===== config.mk =====
export PLATFORM = sky130hd
export DESIGN_NAME = vram_arbiter
export DESIGN_NICKNAME = d
export VERILOG_FILES = /design/src/rtl/vram_arbiter.sv
export SDC_FILE = /design/constraint.sdc
export NUM_CORES = 1
export LEC_CHECK = 0
export BUFFER_PORTS_ARGS = -buffer_cell sky130_fd_sc_hd__clkbuf_2
export CORE_AREA = 2 2 80 82
export CTS_CLUSTER_DIAMETER = 120
export DETAILED_ROUTE_END_ITERATION = 6
export DIE_AREA = 0 0 82 84
export PLACE_DENSITY = 0.81
export SLEW_MARGIN = 40
export SYNTH_ARGS = -nofsm -noshare
export SYNTH_HDL_FRONTEND = slang
export SYNTH_SLANG_ARGS = --single-unit

===== constraint.sdc =====
create_clock -name clk -period 3.9 [get_ports clk]
set_input_delay 0.78 -clock clk [delete_from_list [all_inputs] [get_ports clk]]
set_output_delay 0.78 -clock clk [all_outputs]
set_load 0.02 [all_outputs]

===== src/rtl/vram_arbiter.sv =====
// VRAM arbiter: one 8-bit CPU port (fixed top priority) plus NUM_RD round-robin 32-bit read ports onto a single-port RAM.
// Optional starvation guard for the read ports is enabled by defining VRAM_ARB_STARVE_GUARD_EN.
module vram_arbiter #(
    parameter int unsigned NUM_RD   = 3,
    parameter int unsigned ADDR_W   = 15,
    parameter int unsigned MAX_WAIT = 4
) (
    input  logic                     clk,
    input  logic                     reset,
    input  logic [ADDR_W+1:0]        cpu_addr,
    input  logic [1:0]               cpu_wrpattern,
    input  logic [7:0]               cpu_wrdata,
    input  logic                     cpu_write,
    input  logic                     cpu_strobe,
    output logic                     cpu_ack,
    output logic [7:0]               cpu_rddata,
    input  logic [NUM_RD*ADDR_W-1:0] rd_addr,
    input  logic [NUM_RD-1:0]        rd_strobe,
    output logic [NUM_RD-1:0]        rd_ack,
    output logic [31:0]              rd_rddata,
    output logic [ADDR_W-1:0]        ram_addr,
    output logic [31:0]              ram_wrdata,
    output logic [3:0]               ram_wrbytesel,
    output logic                     ram_write,
    input  logic [31:0]              ram_rddata
);

    localparam int unsigned PTR_W = (NUM_RD > 1) ? $clog2(NUM_RD) : 1;

    if (NUM_RD < 1 || NUM_RD > 8) begin : g_bad_num_rd
        $error("vram_arbiter: NUM_RD must be in 1..8");
    end
    if (MAX_WAIT < 1) begin : g_bad_max_wait
        $error("vram_arbiter: MAX_WAIT must be at least 1");
    end

    logic [PTR_W-1:0]  r_rr_ptr;
    logic              r_cpu_ack;
    logic [NUM_RD-1:0] r_rd_ack;
    logic [1:0]        r_byte_sel;
    logic [7:0]        r_hold;

    logic              w_hi_any;
    logic              w_lo_any;
    logic [PTR_W-1:0]  w_hi_idx;
    logic [PTR_W-1:0]  w_lo_idx;
    logic              w_rd_any;
    logic [PTR_W-1:0]  w_rd_idx;
    logic [PTR_W-1:0]  w_rr_next;
    logic [ADDR_W-1:0] w_rd_word;
    logic [NUM_RD-1:0] w_rd_gnt_vec;
    logic              w_force;
    logic              w_cpu_gnt;
    logic              w_rd_gnt;
    logic [3:0]        w_bytesel;
    logic [7:0]        w_cpu_byte;

    // Round-robin pick: lowest requester at/after the pointer, else lowest overall (wrap).
    always_comb begin
        w_hi_any = 1'b0;
        w_lo_any = 1'b0;
        w_hi_idx = '0;
        w_lo_idx = '0;
        for (int i = int'(NUM_RD) - 1; i >= 0; i--) begin
            if (rd_strobe[i]) begin
                w_lo_any = 1'b1;
                w_lo_idx = PTR_W'(i);
                if (PTR_W'(i) >= r_rr_ptr) begin
                    w_hi_any = 1'b1;
                    w_hi_idx = PTR_W'(i);
                end
            end
        end
        w_rd_any = w_lo_any;
        w_rd_idx = w_hi_any ? w_hi_idx : w_lo_idx;
    end

    always_comb begin
        w_rd_word = '0;
        for (int i = 0; i < int'(NUM_RD); i++) begin
            if (w_rd_idx == PTR_W'(i)) begin
                w_rd_word = rd_addr[i*ADDR_W +: ADDR_W];
            end
        end
    end

    assign w_rr_next = (w_rd_idx == PTR_W'(NUM_RD - 1)) ? '0 : w_rd_idx + PTR_W'(1);

`ifdef VRAM_ARB_STARVE_GUARD_EN
    localparam int unsigned WAIT_W = $clog2(MAX_WAIT + 1);

    logic [WAIT_W-1:0] r_wait_cnt;

    // Counts consecutive cycles the CPU beat a waiting read port; at the limit the read port wins once.
    assign w_force = w_rd_any && (r_wait_cnt == WAIT_W'(MAX_WAIT));

    always_ff @(posedge clk) begin
        if (reset) begin
            r_wait_cnt <= '0;
        end else if (w_rd_any && w_cpu_gnt) begin
            r_wait_cnt <= r_wait_cnt + WAIT_W'(1);
        end else begin
            r_wait_cnt <= '0;
        end
    end
`else
    assign w_force = 1'b0;
`endif

    assign w_cpu_gnt = cpu_strobe && !w_force;
    assign w_rd_gnt  = w_rd_any && !w_cpu_gnt;

    always_comb begin
        w_rd_gnt_vec = '0;
        for (int i = 0; i < int'(NUM_RD); i++) begin
            w_rd_gnt_vec[i] = w_rd_gnt && (w_rd_idx == PTR_W'(i));
        end
    end

    // Byte-lane enables indexed by {pattern, byte offset}.
    always_comb begin
        w_bytesel = 4'b0000;
        case ({cpu_wrpattern, cpu_addr[1:0]})
            4'b00_00: w_bytesel = 4'b0001;
            4'b00_01: w_bytesel = 4'b0010;
            4'b00_10: w_bytesel = 4'b0100;
            4'b00_11: w_bytesel = 4'b1000;
            4'b01_00: w_bytesel = 4'b0011;
            4'b01_01: w_bytesel = 4'b0110;
            4'b01_10: w_bytesel = 4'b1100;
            4'b01_11: w_bytesel = 4'b1001;
            4'b10_00: w_bytesel = 4'b0101;
            4'b10_01: w_bytesel = 4'b1010;
            4'b10_10: w_bytesel = 4'b0111;
            4'b10_11: w_bytesel = 4'b1110;
            4'b11_00: w_bytesel = 4'b1111;
            4'b11_01: w_bytesel = 4'b1111;
            4'b11_10: w_bytesel = 4'b1101;
            4'b11_11: w_bytesel = 4'b1011;
            default:  w_bytesel = 4'b0000;
        endcase
    end

    assign ram_addr      = w_cpu_gnt ? cpu_addr[ADDR_W+1:2] : (w_rd_gnt ? w_rd_word : '0);
    assign ram_write     = w_cpu_gnt && cpu_write;
    assign ram_wrbytesel = ram_write ? w_bytesel : 4'b0000;
    assign ram_wrdata    = {4{cpu_wrdata}};

    always_comb begin
        w_cpu_byte = ram_rddata[7:0];
        case (r_byte_sel)
            2'd0:    w_cpu_byte = ram_rddata[7:0];
            2'd1:    w_cpu_byte = ram_rddata[15:8];
            2'd2:    w_cpu_byte = ram_rddata[23:16];
            default: w_cpu_byte = ram_rddata[31:24];
        endcase
    end

    always_ff @(posedge clk) begin
        if (reset) begin
            r_rr_ptr   <= '0;
            r_cpu_ack  <= 1'b0;
            r_rd_ack   <= '0;
            r_byte_sel <= 2'b00;
            r_hold     <= 8'h00;
        end else begin
            r_cpu_ack <= w_cpu_gnt;
            r_rd_ack  <= w_rd_gnt_vec;
            if (w_cpu_gnt) begin
                r_byte_sel <= cpu_addr[1:0];
            end
            if (r_cpu_ack) begin
                r_hold <= w_cpu_byte;
            end
            if (w_rd_gnt) begin
                r_rr_ptr <= w_rr_next;
            end
        end
    end

    assign cpu_ack    = r_cpu_ack;
    assign rd_ack     = r_rd_ack;
    assign cpu_rddata = r_cpu_ack ? w_cpu_byte : r_hold;
    assign rd_rddata  = ram_rddata;

endmodule


Word level (Yosys, flattened, before mapping)

Memory sizes are Yosys's and may differ from the RTL's.
Index checks and enable logic that the tools add are counted.

Bits in registers: 16
Memory bits (read-only): 64
Bits of input ports: 111
Output and inout port bits: 96
Logic and storage cells: 50
Memories kept: 1

Add/subtract/negate cells: 1
Magnitude comparators: 3
Eq/ne operators: 4
Mux-type cells: 28
Reductions and logical operators: 8

Memory list:

| memory           | words | width | rd ports | clocked after memory_dff | wr ports | RTL line | source |
|---|---|---|---|---|---|---|---|
| (name not given) | 16    | 4     | 1        | 0                        | 0        | 123      | `case ({cpu_wrpattern, cpu_addr[1:0]})` |

Operators with widths:

| kind                                                              | count |
|---|---|
| two-way mux 15 bit                                                | 5 |
| case mux 8 bit (3 select lines)                                   | 1 |
| two-way mux 2 bit                                                 | 11 |
| two-way mux 1 bit                                                 | 9 |
| two-way mux 8 bit                                                 | 1 |
| logical AND 1 bit                                                 | 5 |
| == test 2 x 1 -> 1 bit (second input constant)                    | 2 |
| == test 2 bit (second input constant)                             | 2 |
| greater-or-equal comparator 1 x 2 -> 1 bit (first input constant) | 2 |
| zero test 2 bit                                                   | 2 |
| two-way mux 4 bit                                                 | 1 |
| adder 2 x 1 -> 2 bit (second input constant)                      | 1 |
| greater-or-equal comparator 2 bit (first input constant)          | 1 |
| zero test 1 bit                                                   | 1 |

Depth between registers and ports, before layout

Depth after elaboration: 14
Gate-level depth with buffers: 6
Gate-level depth less buffers: 6

Least setup slack after synthesis

Ideal clock, no wire load.

Path kind: input-to-output
Start point: in rd_strobe[0]
End point: out ram_addr[13]
Arrival time: 2018 ps
Required time: 3120 ps
Path slack: 1102 ps
Stages on the path: 5
Buffers on the path: 2
Cells stage by stage: buf_2 > a21oi_2 > buf_2 > o22ai_1 > a311oi_1

Longest elaborated chain between the ends: 8
Elaborated cells on any way between the ends: 14
Classes of those cells: 2 x eq/ne; 10 x mux; 2 x reduce/logical

Ends and longest elaborated chain:

| element                                                | RTL line | source |
|---|---|---|
| start, declared                                        | 18       | `input logic [NUM_RD-1:0] rd_strobe,` |
| two-way mux 2 bit or two-way mux 1 bit (tied branches) | 65       | `if (rd_strobe[i]) begin` |
| two-way mux 2 bit                                      | 75       | `w_rd_idx = w_hi_any ? w_hi_idx : w_lo_idx;` |
| zero test 2 bit                                        | 81       | `if (w_rd_idx == PTR_W'(i)) begin` |
| two-way mux 15 bit (3 in series)                       | 81       |  |
| two-way mux 15 bit (*) (2 in series)                   | 144      | `assign ram_addr = w_cpu_gnt ? cpu_addr[ADDR_W+1:2] : (w_rd_gnt ? w_rd_word : '0);` |
| end, declared                                          | 21       | `output logic [ADDR_W-1:0] ram_addr,` |

Every way passes the cells marked *; elsewhere a longest branch is shown, timed or not.

Worst setup path in the final report

Start point: in rd_strobe[2]
End point: out ram_addr[2]

Longest elaborated chain between the ends: 12
Elaborated cells on any way between the ends: 26
Classes of those cells: 2 x eq/ne; 22 x mux; 2 x reduce/logical

Ends and longest elaborated chain:

| element                                                | RTL line | source |
|---|---|---|
| two-way mux 2 bit or two-way mux 1 bit (tied branches) | 65       |  |
| two-way mux 2 bit or two-way mux 1 bit (tied branches) | 68       | `if (PTR_W'(i) >= r_rr_ptr) begin` |
| two-way mux 2 bit or two-way mux 1 bit (tied branches) | 65       |  |
| two-way mux 2 bit or two-way mux 1 bit (tied branches) | 68       |  |
| two-way mux 2 bit or two-way mux 1 bit (tied branches) | 65       |  |
| two-way mux 2 bit                                      | 75       |  |
| zero test 2 bit                                        | 81       |  |
| two-way mux 15 bit (3 in series)                       | 81       |  |
| two-way mux 15 bit (*) (2 in series)                   | 144      |  |

Marked as above.

==> results.sh <==
export IMPL_dr_pass1_iters=5
export IMPL_routabilityCongestion=0.734
export IMPL_cts_htree_levels=1
export IMPL_max_clock_freq_mhz=295
export IMPL_final_layout_size_suffix_gt1_share_pct=55.8
export IMPL_fp_dieArea_um2=6890
export IMPL_track_usage_pct=17.1
export IMPL_ys_seq_area_share_pct=14.0
export IMPL_tritoncts="built"
export IMPL_vias=2307
export IMPL_yosysWarnings=0
export IMPL_synth_nets=394
export IMPL_cts_root_buffer_cell="clkbuf_8"
export IMPL_synth_area_per_cell_um2=8.30
export IMPL_post_cts_resize_count=0
export IMPL_crit_slowest_cell="a21oi_2"
export IMPL_ff2ff_setup_slack_ns=2.01
export IMPL_final_cell_count_no_fill=441
export IMPL_drt_iter0_markers=116
export IMPL_netlist_area_um2=2280
export IMPL_post_dp_cell_area_um2=2620
export IMPL_cp_end_kind="primary output"
export IMPL_die_w_um=82
export IMPL_wirelength_mm=6.11
export IMPL_first_global_vias=2191
export IMPL_relSlewSlack_pct=48.8
export IMPL_worstMarginPinSlew_ns=0.768
export IMPL_overflow=0
export IMPL_cp_required_ns=3.12
export IMPL_final_cell_mix="clkbuf_2 (166), a21oi_1 (20), nand2_1 (19), o21ai_0 (19), dfxtp_1 (16)"
export IMPL_core_area_um2=6100
export IMPL_ios=207
export IMPL_clock_latency_ns=0.24
export IMPL_path_cells="clkbuf_2 > nor2_1 > a21oi_2 > o22ai_1 > a311oi_1 > clkbuf_2"
export IMPL_cap_violations=0
export IMPL_crit_top_cell="clkbuf_2"
export IMPL_synth_main_ff_cell="dfxtp_1"
export IMPL_layout_min_cycle_time_ns=3.40
export IMPL_drc=0
export IMPL_hold_viol_final=0
export IMPL_clk_pin_slew_worst_paths_ns=0.06
export IMPL_cts_buffers=3
export IMPL_cpPeakStageDelay_ns=0.59
export IMPL_clock_sinks=16
export IMPL_num_rows=29
export IMPL_setup_violations=0
export IMPL_hpwl_mm=4.92
export IMPL_power_density_nw_per_um2=242
export IMPL_hold_path_class="register to register"
export IMPL_arrival_ns=2.62
export IMPL_wl_per_cell_um=13.9
export IMPL_cts_hold_buf=0
export IMPL_dpl_worst_slack_ns=0.521
export IMPL_async_flop_share_pct=0
export IMPL_start_util_pct=37.4
export IMPL_path_max_fanout=21
export IMPL_synth_edf_count=0
export IMPL_setup_ws_ns=0.505
export IMPL_placed_cells=437
export IMPL_fin_setup_tns_ns=0
export IMPL_p_leak_nw=1.32
export IMPL_ys_ff_latch=16
export IMPL_rsz0062_at_grt="no"
export IMPL_post_cts_buffers=0
export IMPL_ant_nets=0
export IMPL_dieHeight_um=84
export IMPL_fin_skew_ns=0.00501
export IMPL_num_antenna_cells=0
export IMPL_critPathKind="primary input to primary output"
export IMPL_drv_slew=0
export IMPL_antenna_found_initial=0
export IMPL_grt_pass1_wl_mm=9.58
export IMPL_syn_inst=275
export IMPL_final_common_cell="clkbuf_2"
export IMPL_vias_per_cell=5.23
export IMPL_grt_max_degree=23
export IMPL_finalNetCount=484
export IMPL_io_buffers=166
export IMPL_period_share_pct=87.1
export IMPL_stdcell_area_um2=2670
export IMPL_irDropWorstVdd_mv=0.108
export IMPL_totalPowerFinal_w=0.000646
export IMPL_run_status="completed"
export IMPL_yosysUniqueCellTypes=35
export IMPL_crit_path_start_kind="primary input"
export IMPL_cp_num_buf_inv=2
export IMPL_cp_top_family="compound AO/OA/AOI/OAI gates"
export IMPL_cts_path_max_buffers=2
export IMPL_syn2layout_area_growth_pct=17.1
## path summary, 6_finish.rpt
path / to / cells after the start / startpoint
worst min register to register: r_rr_ptr[1]$_SDFFE_PP0P_ / 2 / r_rr_ptr[1]$_SDFFE_PP0P_
worst max register to register: rd_ack[0]$_SDFF_PP0_ / 4 / r_rr_ptr[1]$_SDFFE_PP0P_
worst min-delay path: r_rr_ptr[1]$_SDFFE_PP0P_ / 2 / r_rr_ptr[1]$_SDFFE_PP0P_
worst max-delay path: ram_addr[2] / 6 / rd_strobe[2]
## registers in the layout (all words and copies together), names as in the netlist
| name | count |
|---|---|
| r_hold | 8 |
| rd_ack | 3 |
| r_byte_sel | 2 |
| r_rr_ptr | 2 |
| cpu_ack | 1 |
## kinds of logic (layout without fill, tap and decap cells)
kind of cell	Yosys count	after routing	share of synthesized area (%)
buffers and inverters	89	178	27.5
AOI/OAI and AO/OA	80	80	25.6
and+or+nand+nor	63	63	14.8
muxes	19	19	13.7
DFF	16	16	14.0
adders and majority gates	8	8	4.39
## report_power, final
part | switching (W) | internal, W | total [W]
clock | 0.0000524 | 0.0000893 | 0.000142
combinational | 0.000181 | 0.000140 | 0.000322
sequential | 0.0000102 | 0.000173 | 0.000183
total | 0.000244 | 0.000402 | 0.000646
## metrics by stage
step / hold slack [ns] / util [%]
floorplan: 0.519 / -
global placement: 0.548 / 42.9
detailed placement: 0.564 / 42.9
global route: 0.615 / 43.8
CTS: 0.574 / 43.8
finish: 0.573 / 43.8
## tightest hold or removal path, delay by kind of cell (launching register included)
family          cells  cell delay (ns)
compound gates      2             0.16
flops               1             0.37
## cell type report
cell class              instances  area (um2)
fillers                       635        3420
multi-input cells             170        1340
repair buffers                167         838
flip-flops and latches         16         320
well taps                      77        96.3
clock buffers                   4        55.1
inverters                       7        26.3
## layer usage
| layer | global-route usage (%) | routed length, um |
|---|---|---|
| met1 | 19.3 | 2260 |
| met2 | 31.9 | 3340 |
| met3 | 2.49 | 433 |
| met4 | 5.45 | 72 |
| met5 | 0 | 0 |
## synth_stat cells (2+ instances only)
library cell  count  area (um2)
a21oi_1          20         100
nor2b_1           8        50.1
buf_4            65         488
buf_2             8        40.0
clkbuf_1          4        15.0
a311oi_1          7        61.3
o21ai_0          19        95.1
mux4_2            9         203
dfxtp_1          16         320
ha_1              8         100
mux2_2            8        90.1
buf_6             3        33.8
a211oi_1          4        30.0
o22ai_1          15        93.8
nand3b_1         15         113
mux2i_1           2        20.0
a311oi_2          9         135
inv_1             7        26.3
nor2_1           13        48.8
and2_1            2        12.5
nand2_1          19        71.3
No activity file was read; power rests on OpenSTA's default activity.
